==> src/rtl/cache_plru_ctrl.sv <==
// rtl/cache_plru_ctrl.sv - 4-way tree-PLRU replacement controller with bulk clear
// Reads one set's PLRU bits per lookup, picks the way, writes the updated bits back.
module cache_plru_ctrl #(
  parameter int S_INDEX = 4
) (
  input  logic               clk0,
  input  logic               rst0_n,
  input  logic               req_valid,
  output logic               req_ready,
  input  logic [S_INDEX-1:0] req_set,
  input  logic               req_hit,
  input  logic [1:0]         req_hit_way,
  input  logic [3:0]         req_vld_ways,
  output logic               resp_valid,
  output logic [1:0]         resp_way,
  output logic               resp_hit,
  input  logic               inv_start,
  output logic               inv_busy,
  output logic               lru_csb0,
  output logic               lru_web0,
  output logic [S_INDEX-1:0] lru_addr0,
  output logic [2:0]         lru_din0,
  input  logic [2:0]         lru_dout0
);

  typedef enum logic [1:0] {IDLE, ACCESS, INIT} state_t;

  localparam logic [S_INDEX:0] LAST_SET = {1'b0, {S_INDEX{1'b1}}};

  state_t             state, state_nxt;
  logic [S_INDEX:0]   cnt, cnt_nxt;
  logic [S_INDEX-1:0] cap_set;
  logic               cap_hit;
  logic [1:0]         cap_hit_way;
  logic [3:0]         cap_vld;
  logic [1:0]         way_sel;
  logic [2:0]         plru_upd;
  logic               accept;

  assign req_ready = (state == IDLE);
  assign inv_busy  = (state == INIT);
  assign accept    = (state == IDLE) && !inv_start && req_valid;

  // Priority: hit way, then lowest invalid way, then the way the tree points at.
  always_comb begin
    way_sel = cap_hit_way;
    if (!cap_hit) begin
      if (!cap_vld[0])       way_sel = 2'd0;
      else if (!cap_vld[1])  way_sel = 2'd1;
      else if (!cap_vld[2])  way_sel = 2'd2;
      else if (!cap_vld[3])  way_sel = 2'd3;
      else if (lru_dout0[0]) way_sel = {1'b1, lru_dout0[2]};
      else                   way_sel = {1'b0, lru_dout0[1]};
    end
  end

  // Point the tree away from the way just used.
  always_comb begin
    if (!way_sel[1]) plru_upd = {lru_dout0[2], ~way_sel[0], 1'b1};
    else             plru_upd = {~way_sel[0], lru_dout0[1], 1'b0};
  end

  always_comb begin
    state_nxt = state;
    cnt_nxt   = cnt;
    lru_csb0  = 1'b1;
    lru_web0  = 1'b1;
    lru_addr0 = req_set;
    lru_din0  = 3'b000;
    case (state)
      IDLE: begin
        if (inv_start) begin
          state_nxt = INIT;
          cnt_nxt   = '0;
        end else if (req_valid) begin
          state_nxt = ACCESS;
        end
      end
      ACCESS: begin
        lru_csb0  = 1'b0;
        lru_web0  = 1'b0;
        lru_addr0 = cap_set;
        lru_din0  = plru_upd;
        state_nxt = IDLE;
      end
      INIT: begin
        lru_csb0  = 1'b0;
        lru_web0  = 1'b0;
        lru_addr0 = cnt[S_INDEX-1:0];
        cnt_nxt   = cnt + 1'b1;
        if (cnt == LAST_SET) state_nxt = IDLE;
      end
      default: state_nxt = IDLE;
    endcase
  end

  always_ff @(posedge clk0 or negedge rst0_n) begin
    if (!rst0_n) begin
      state       <= IDLE;
      cnt         <= '0;
      cap_set     <= '0;
      cap_hit     <= 1'b0;
      cap_hit_way <= 2'd0;
      cap_vld     <= 4'd0;
      resp_valid  <= 1'b0;
      resp_way    <= 2'd0;
      resp_hit    <= 1'b0;
    end else begin
      state      <= state_nxt;
      cnt        <= cnt_nxt;
      resp_valid <= (state == ACCESS);
      if (accept) begin
        cap_set     <= req_set;
        cap_hit     <= req_hit;
        cap_hit_way <= req_hit_way;
        cap_vld     <= req_vld_ways;
      end
      if (state == ACCESS) begin
        resp_way <= way_sel;
        resp_hit <= cap_hit;
      end
    end
  end

endmodule

==> config.mk <==
export PLATFORM = sky130hd
export DESIGN_NAME = cache_plru_ctrl
export DESIGN_NICKNAME = d
export VERILOG_FILES = /design/src/rtl/cache_plru_ctrl.sv
export SDC_FILE = /design/constraint.sdc
export NUM_CORES = 1
export LEC_CHECK = 0
export CORE_MARGIN = 1.5
export CORE_UTILIZATION = 27
export DETAILED_ROUTE_END_ITERATION = 8
export DONT_BUFFER_PORTS = 1
export SLEW_MARGIN = 30
export SYNTH_ARGS = -nofsm -noshare
export SYNTH_HDL_FRONTEND = slang
export SYNTH_SLANG_ARGS = --single-unit
==> constraint.sdc <==
create_clock -name clk0 -period 1.8 [get_ports clk0]
set_input_delay 0.45 -clock clk0 [delete_from_list [all_inputs] [get_ports clk0]]
set_output_delay 0.45 -clock clk0 [all_outputs]
set_load 0.02 [all_outputs]
* After elaboration in Yosys (flattened, before gate mapping)
Index checks and enable logic that the tools add are counted.
** Word-level totals
- Flip-flop bits (word level) :: 22
- Input bits :: 18
- Output and inout bits :: 15
- Word-level logic and storage cells :: 41
** Operators by class
- Add/sub/neg operators :: 1
- Eq/ne operators :: 6
- Mux-type cells :: 16
- Bitwise logic cells :: 1
- Reduce and logical (&&, ||, !) cells :: 8
** Operators with widths (number)
- $mux W2 :: 9
- $pmux W5 S2 :: 1
- $pmux W4 S2 :: 1
- $mux W3 :: 2
- $add A5 B1 Y5 const B :: 1
- $eq A5 B4 Y1 const B :: 1
- $mux W5 :: 1
- $ne A2 B1 Y1 const B :: 2
- $pmux W2 S2 :: 1
- $reduce_and A2 Y1 :: 2
- $ne A3 B2 Y1 const B :: 1
- $eq A2 B1 Y1 const B :: 1
- $eq A2 B2 Y1 const B :: 1
- $logic_and A1 B1 Y1 :: 2
- $logic_not A2 Y1 :: 1
- $reduce_bool A2 Y1 :: 1
- $reduce_or A2 Y1 :: 1
- $logic_not A1 Y1 :: 1
- $mux W1 :: 1
- $not A1 Y1 :: 1

* Longest topological paths before layout
Gate-level depths: netlist of run 1.
- Word-level depth :: 9
- Mapped depth :: 6
- Depth with buffers taken out :: 6

* Worst setup path after synthesis of run 1
Ideal clock, no wire load.
- Kind :: flip-flop to output port
- Start :: reg state[0]
- End :: out lru_addr0[0]
- Arrival time :: 1523 ps
- Required time :: 1350 ps
- Setup slack :: -173 ps
- Stages on the path, launching flop included :: 6
- Buffers on the path :: 1
- Cell sequence :: dfrtp_1 > inv_1 > ha_1 > clkbuf_1 > a22oi_1 > a21oi_1
** On the way
- Word-level cells in the longest chain between the ends :: 2
- Elaborated cells on any way between the ends :: 3
- Classes of those cells :: eq/ne (2); mux (1)
** Ends and longest elaborated chain
- start: declaration :: RTL line 30 : state_t state, state_nxt;
- start signal: assignment :: RTL line 109 : state <= state_nxt;
- $eq A2 B2 Y1
- net inv_busy :: RTL line 18 : output logic inv_busy,
- $pmux W4 S2 :: RTL line 70 : case (state)
- end: declaration :: RTL line 21 : output logic [S_INDEX-1:0] lru_addr0,
The timed path passes the listed nets, and every way through them passes these cells.

* Final worst setup path of run 1
- Start :: reg cap_hit
- End :: out lru_din0[2]
** On the way
- Word-level cells in the longest chain between the ends :: 4
** Ends and longest elaborated chain
- start: declaration :: RTL line 33 : logic cap_hit;
- start signal: assignment :: RTL line 114 : cap_hit <= req_hit;
- $mux W2 (*) :: RTL line 47 : if (!cap_hit) begin
- $not A1 Y1 :: RTL line 60 : else plru_upd = {~way_sel[0], lru_dout0[1], 1'b0};
- $mux W3 (*) :: RTL line 59 : if (!way_sel[1]) plru_upd = {lru_dout0[2], ~way_sel[0], 1'b1};
- $mux W3 (*) :: RTL line 70
- end: declaration :: RTL line 22 : output logic [2:0] lru_din0,
Every way passes the cells marked *; elsewhere a longest branch is shown, timed or not.

==> insert_results.sql, run 1 <==
INSERT INTO impl_metrics (metric_group, metric, value, unit) VALUES
('status', 'status', 'finished with violations', ''),
('status', 'violated_checks', 'negative setup slack', ''),
('cells_and_area', 'areaGrowthSynthToFinish', '28.41', '%'),
('die', 'placement_rows', '23', ''),
('cts', 'ctsRootBufferMaster', 'clkbuf_8', ''),
('synthesis', 'syn_inst', '104', ''),
('sta', 'final.period_utilization', '1.096', ''),
('cts', 'cts_htree_levels', '1', ''),
('critical_path', 'crit_required', '1.35', 'ns'),
('critical_path', 'crit_chain', 'buf_4 > nand3b_1 > a21oi_2 > or3_4 > a21boi_4', ''),
('cells_and_area', 'diodes', '0', ''),
('synthesis', 'synth-adder-area-share', '0.05593', ''),
('critical_path', 'critical_path.endpoint_type', 'primary output', ''),
('synthesis', 'yosysSeqAreaShare', '0.4922', ''),
('global_route', 'grt_pass1_vias', '925', ''),
('synthesis', 'syn_nets', '127', ''),
('synthesis', 'async_flop_share', '1.000', ''),
('routing', 'detailed_route_wire_length_per_cell', '15.23', 'um'),
('critical_path', 'crit_path_start_kind', 'register', ''),
('routing', 'dr_total_vias', '829', ''),
('critical_path', 'worst_path_max_delay_cell', 'or3_4', ''),
('die', 'floorplan.die.width', '67.37', 'um'),
('synthesis', 'combinational_family_with_the_most_area_after_synthesis', 'compound AO/OA/AOI/OAI gates', ''),
('synthesis', 'yosysUniqueCellTypes', '25', ''),
('routing', 'antenna_left', '0', ''),
('global_route', 'antenna_found_initial', '0', ''),
('cts', 'worst_setup_hold_path_clk_slew', '0.08', 'ns'),
('sta', 'rsz_0062_raised_after_global_routing', 'true', ''),
('placed_design', 'finalWeightedCongestion', '0.7533', ''),
('routing', 'remaining_drc_errors', '0', ''),
('die', 'start_util', '0.2796', ''),
('hold_path', 'worst_hold_path_type', 'in2async', ''),
('synthesis', 'synth-compound-area-share', '0.1488', ''),
('critical_path', 'crit_path_max_fanout', '6', ''),
('die', 'core_region_area', '0.004000', 'sq mm'),
('critical_path', 'timing.critical_path.arrival', '1.52', 'ns'),
('placed_design', 'port_buffers', '0', ''),
('critical_path', 'setup.worst_path.class', 'reg2out', ''),
('cells_and_area', 'layout.filler_cells', '388', ''),
('synthesis', 'synth_top_flop_cell', 'dfrtp_1', ''),
('global_route', 'grt_start_max_net_pins', '23', ''),
('sta', 'setup_viol', '2', ''),
('sta', 'setup_total_negative_slack', '-0.3159', 'ns'),
('cts', 'tritoncts', 'yes', ''),
('cells_and_area', 'final_layout_net_count', '141', ''),
('critical_path', 'crit_family', 'simple AND/OR/NAND/NOR gates', ''),
('synthesis', 'yosys_warnings', '0', ''),
('sta', 'worst-slew-pin-transition', '0.5025', 'ns'),
('critical_path', 'reg_to_reg_slack_setup', '0.17', 'ns'),
('die', 'io-pin-count', '33', ''),
('synthesis', 'synthXorXnorAreaFrac', '0', ''),
('sta', 'fin_worst_skew', '0.004798', 'ns'),
('sta', 'finalMaxSlewViolations', '0', ''),
('sta', 'max_freq', '507.0', 'MHz'),
('synthesis', 'yosys-mux-area-fraction', '0.1387', ''),
('critical_path', 'critPathBufInv', '1', ''),
('routing', 'first_pass_iters', '4', ''),
('placed_design', 'dp_hpwl', '1863', 'um'),
('global_route', 'grt_pass1_wl', '4188', 'um'),
('die', 'die_h', '67.37', 'um'),
('cts', 'cts_made_buffers', '3', ''),
('routing', 'drt_wl_total', '2529', 'um'),
('sta', 'worst_path_setup_slack_after_routing', '-0.1723', 'ns'),
('sta', 'finalWorstPathRequiredPeriod', '1.972', 'ns'),
('power_and_ir_drop', 'leakage_power_total', '0.5960', 'nW'),
('synthesis', 'yosys.area.top_type', 'dfrtp_1', ''),
('cts', 'clk-insertion-delay-late', '0.26', 'ns'),
('cells_and_area', 'utilization', '0.3591', ''),
('synthesis', 'netlist_top_cells_count', '22 x dfrtp_1, 12 x mux2_2, 8 x a21oi_1, 8 x nor2_1, 7 x nand2_1', ''),
('power_and_ir_drop', 'power-per-cell-area', '2062', 'mW/mm^2'),
('sta', 'hold_viol_final', '0', '');
-- area by class of cell --
cell class / instances / area (sq um) / share of cell area
multi-input cells: 71 / 645.6 / 0.4495
flip-flops and latches: 22 / 550.5 / 0.3833
repair buffers: 14 / 113.9 / 0.07927
well taps: 50 / 62.56 / 0.04355
clock buffers: 3 / 41.29 / 0.02875
inverters: 6 / 22.52 / 0.01568
-- kinds of logic (layout without fill, tap and decap cells) --
group	after synthesis	after routing
simple gates	27	27
compound gates	25	25
flops	22	22
mux	14	14
buf+inv	11	23
fa+ha+maj	5	5
-- layer usage --
layer,GRT usage,vias to the layer above,share of wire
li1,-,390,-
met3,0.04000,2,0.060
met1,0.1263,411,0.37
met4,0.01531,0,0.0028
met2,0.2450,26,0.57
met5,0,-,0
-- what timing repair did --
| action | 4_1_cts | 5_1_grt |
|---|---|---|
| hold endpoints to repair | 22 | 0 |
| buffers inserted | 3 | 0 |
| pin swaps | 6 | 4 |
| gates resized for setup | 18 | 7 |
| hold buffers | 1 | 0 |
| setup endpoints to repair | 9 | 7 |
-- final timing paths --
| kind | startpoint | to | cells past startpoint |
|---|---|---|---|
| worst max-delay path | cap_hit | lru_din0[2] | 5 |
| min in group clk0 | req_set[0] | cap_set[0] | 1 |
| max in group asynchronous | rst0_n | resp_way[1] | 1 |
| worst min register to register | cnt[4] | cnt[4] | 2 |
| worst min-delay path | rst0_n | cap_set[0] | 1 |
| worst max register to register | cnt[0] | state[1] | 5 |
-- registers in the layout (all words and copies together), names as in the netlist --
name	flops
cap_hit_way	2
resp_hit	1
cap_vld	4
cap_set	4
resp_valid	1
cap_hit	1
cnt	5
resp_way	2
state	2
-- stage by stage --
step                worst slack, ns  std cells  hold WS (ns)  total power, mW
floorplan                  -0.01347        104        0.1544            1.920
global placement            0.03332        159        0.1550            2.213
detailed placement         0.004805        159        0.1550            2.261
CTS                         -0.1891        166        0.3295            2.923
global route                -0.2436        166        0.1891            3.171
finish                      -0.1723        166        0.1489            2.962
-- cells in the final DEF (no fill, tap or decap), types with 2 or more instances in the layout --
master and count:
dfrtp_1 22, mux2_2 12, buf_4 11, nor2_1 8
nand2_1 7, a22oi_2 5, o21ai_0 5, a21oi_4 4
inv_1 4, nand3b_1 3, nand2b_1 3, a21oi_1 3
ha_4 3, clkbuf_8 3, inv_2 2, mux2i_1 2
and3_1 2, a22o_1 2, a32o_1 2, ha_1 2
-- power breakdown --
group | total [mW] | switching, mW | internal (mW)
Clock | 0.297 | 0.148 | 0.149
Sequential | 0.927 | 0.217 | 0.710
Combinational | 1.74 | 0.950 | 0.788
No activity file was read; power rests on OpenSTA's default activity.
==> run 2, diff against run 1 <==
- clock period: 1.8 -> 1.7 ns (I/O delays scaled with it)
==> run 2 against run 1 <==
Against the previous run: register-to-register slack worse by 0.06 ns; highest routed layer unchanged; routed wire length down 1.6%; worst hold slack worse by 0.028 ns; setup slack worse by 0.10 ns; largest power group unchanged; sequential share of layout area down 1.8 points; the run still ends with negative setup slack left; combinational power up 16%; via count up 1.3%; clock skew down 0.0026 ns; sequential power up 6.0%; utilization up 1.8 points; critical path type unchanged.
==> insert_results.sql, run 2 (synthesis results as in run 1) <==
INSERT INTO impl_metrics (metric_group, metric, value, unit) VALUES
('status', 'status', 'finished with violations', ''),
('status', 'violated_checks', 'negative setup slack', ''),
('power_and_ir_drop', 'leakage_power_total', '0.6277', 'nW'),
('sta', 'fin_hold_ws', '0.1205', 'ns'),
('sta', 'fin_worst_skew', '0.002215', 'ns'),
('sta', 'max_freq', '507.1', 'MHz'),
('die', 'floorplan.die.width', '67.37', 'um'),
('cts', 'worst_setup_hold_path_clk_slew', '0.08', 'ns'),
('cts', 'cts_htree_levels', '1', ''),
('cts', 'cts_made_buffers', '3', ''),
('critical_path', 'crit_path_start_kind', 'register', ''),
('cells_and_area', 'top_register', 'cnt', ''),
('global_route', 'grt_pass1_vias', '854', ''),
('routing', 'detailed_route_wire_length_per_cell', '14.73', 'um'),
('global_route', 'globalRouteTotalUtil', '0.1211', ''),
('global_route', 'antenna_found_initial', '1', ''),
('sta', 'finalMaxSlewViolations', '0', ''),
('hold_path', 'worst_hold_path_type', 'in2async', ''),
('routing', 'drt_wl_total', '2489', 'um'),
('placed_design', 'finalWeightedCongestion', '0.7891', ''),
('cts', 'cts_num_sinks', '22', ''),
('placed_design', 'dp_hpwl', '1883', 'um'),
('global_route', 'total_gr_overflow', '0', ''),
('cells_and_area', 'layout.area.seq', '550.5', 'sq um'),
('cts', 'clock_tree.buffer_depth', '2', ''),
('routing', 'antenna_left', '0', ''),
('sta', 'setup_viol', '7', ''),
('power_and_ir_drop', 'power-per-cell-area', '2238', 'mW/mm^2'),
('cells_and_area', 'final_common_cell', 'dfrtp_1', ''),
('cts', 'tritoncts', 'yes', ''),
('cells_and_area', 'largest_register_ffs', '5', ''),
('global_route', 'grt_pass1_wl', '4002', 'um'),
('cells_and_area', 'reg.largest.list', 'cnt (5), cap_set (4), cap_vld (4)', ''),
('sta', 'worst-slew-pin-transition', '0.5007', 'ns'),
('cells_and_area', 'areaGrowthSynthToFinish', '34.90', '%'),
('sta', 'final.period_utilization', '1.160', ''),
('cells_and_area', 'diodes', '0', ''),
('critical_path', 'crit_path_max_fanout', '4', ''),
('critical_path', 'critical_path.endpoint_type', 'primary output', ''),
('die', 'die_h', '67.37', 'um'),
('die', 'die_area', '0.004538', 'sq mm'),
('cells_and_area', 'drive_gt1_frac', '0.4286', ''),
('die', 'io-pin-count', '33', ''),
('routing', 'route.detailed.vias_per_inst', '4.970', ''),
('cts', 'ctsRootBufferMaster', 'clkbuf_8', ''),
('routing', 'initialDrtViolationCount', '23', ''),
('die', 'core_region_area', '0.004000', 'sq mm'),
('die', 'placement_rows', '23', ''),
('sta', 'relSlewSlack', '0.6662', ''),
('die', 'start_util', '0.2796', ''),
('critical_path', 'crit_required', '1.27', 'ns'),
('routing', 'first_pass_iters', '4', ''),
('routing', 'dr_total_vias', '840', ''),
('sta', 'hold_viol_final', '0', ''),
('critical_path', 'timing.critical_path.arrival', '1.55', 'ns'),
('sta', 'rsz_0062_raised_after_global_routing', 'true', ''),
('sta', 'finalWorstPathRequiredPeriod', '1.972', 'ns'),
('placed_design', 'post-place-cells', '161', ''),
('sta', 'worst_path_setup_slack_after_routing', '-0.2721', 'ns'),
('power_and_ir_drop', 'peakVddDrop', '0.9446', 'mV'),
('placed_design', 'port_buffers', '0', ''),
('cells_and_area', 'final-instance-count-excl-fill', '169', ''),
('cells_and_area', 'layout.filler_cells', '400', ''),
('routing', 'remaining_drc_errors', '0', ''),
('flow_run', 'max_cap_violations', '0', ''),
('global_route', 'grt_start_max_net_pins', '23', ''),
('cells_and_area', 'multi_input_area', '659.4', 'sq um'),
('cells_and_area', 'final_layout_net_count', '143', ''),
('cts', 'clk-insertion-delay-late', '0.26', 'ns'),
('critical_path', 'setup.worst_path.class', 'reg2out', ''),
('cells_and_area', 'layout_common_cells', '22 x dfrtp_1, 12 x mux2_2, 8 x nor2_1, 8 x buf_4, 7 x nand2_1', '');
run 2: cell count changes in the layout (fill, tap and decap cells not counted), sizes merged:
cell | before | now
clkbuf | 3 | 4
buf | 14 | 16
run 2: critical path: stages (launching register included):
cell      delay [ns]
dfrtp_1         0.40
and3b_1         0.22
a22oi_2         0.07
or3_4           0.38
a21boi_4        0.21
run 2: timing repair:
action,4_1_cts,5_1_grt
pin swaps,5,1
buffers inserted,2,1
gates resized for setup,20,8
setup endpoints to repair,9,15
cloned,0,0
hold endpoints to repair,22,0
hold buffers,1,0
run 2: layer usage:
| metal | vias up | share of wire | global-route usage |
|---|---|---|---|
| met4 | 0 | 0.0016 | 0.02296 |
| li1 | 398 | - | - |
| met5 | - | 0 | 0 |
| met3 | 2 | 0.078 | 0.05000 |
| met2 | 23 | 0.53 | 0.2228 |
| met1 | 417 | 0.39 | 0.1301 |
run 2: cell type report:
class,count,share of cell area
clock buffers,4,0.03648
inverters,6,0.01658
multi-input cells,71,0.4370
flip-flops and latches,22,0.3648
well taps,50,0.04146
repair buffers,16,0.1036
run 2: through the flow:
stage	power, mW	cell area, sq um	setup slack (ns)	utilization	setup TNS, ns
2_1_floorplan	2.093	1161	-0.02375	-	-0.02375
3_3_place_gp	2.466	1300	-0.01716	0.3250	-0.01716
3_5_place_dp	2.521	1300	-0.04816	0.3250	-0.04816
4_1_cts	3.328	1489	-0.2876	0.3722	-0.8684
5_1_grt	3.598	1509	-0.3513	0.3772	-1.330
6_report	3.377	1509	-0.2721	0.3772	-0.8603
run 2: power by group:
group	switching (mW)	leakage, nW	internal (mW)
clock network	0.165	0.0288	0.206
logic	1.06	0.328	0.964
registers	0.231	0.271	0.752
total	1.45	0.628	1.92
run 2: final timing paths:
check	start	end	slack, ns	depth (start not counted)
max	cap_hit	lru_din0[2]	-0.27	4
min	rst0_n	cap_set[0]	0.12	1
max reg2reg	cnt[0]	state[1]	0.11	5
min reg2reg	cnt[4]	cnt[4]	0.49	2
max in group asynchronous	rst0_n	cap_hit_way[1]	1.24	1
min in group clk0	req_vld_ways[2]	cap_vld[2]	0.31	1
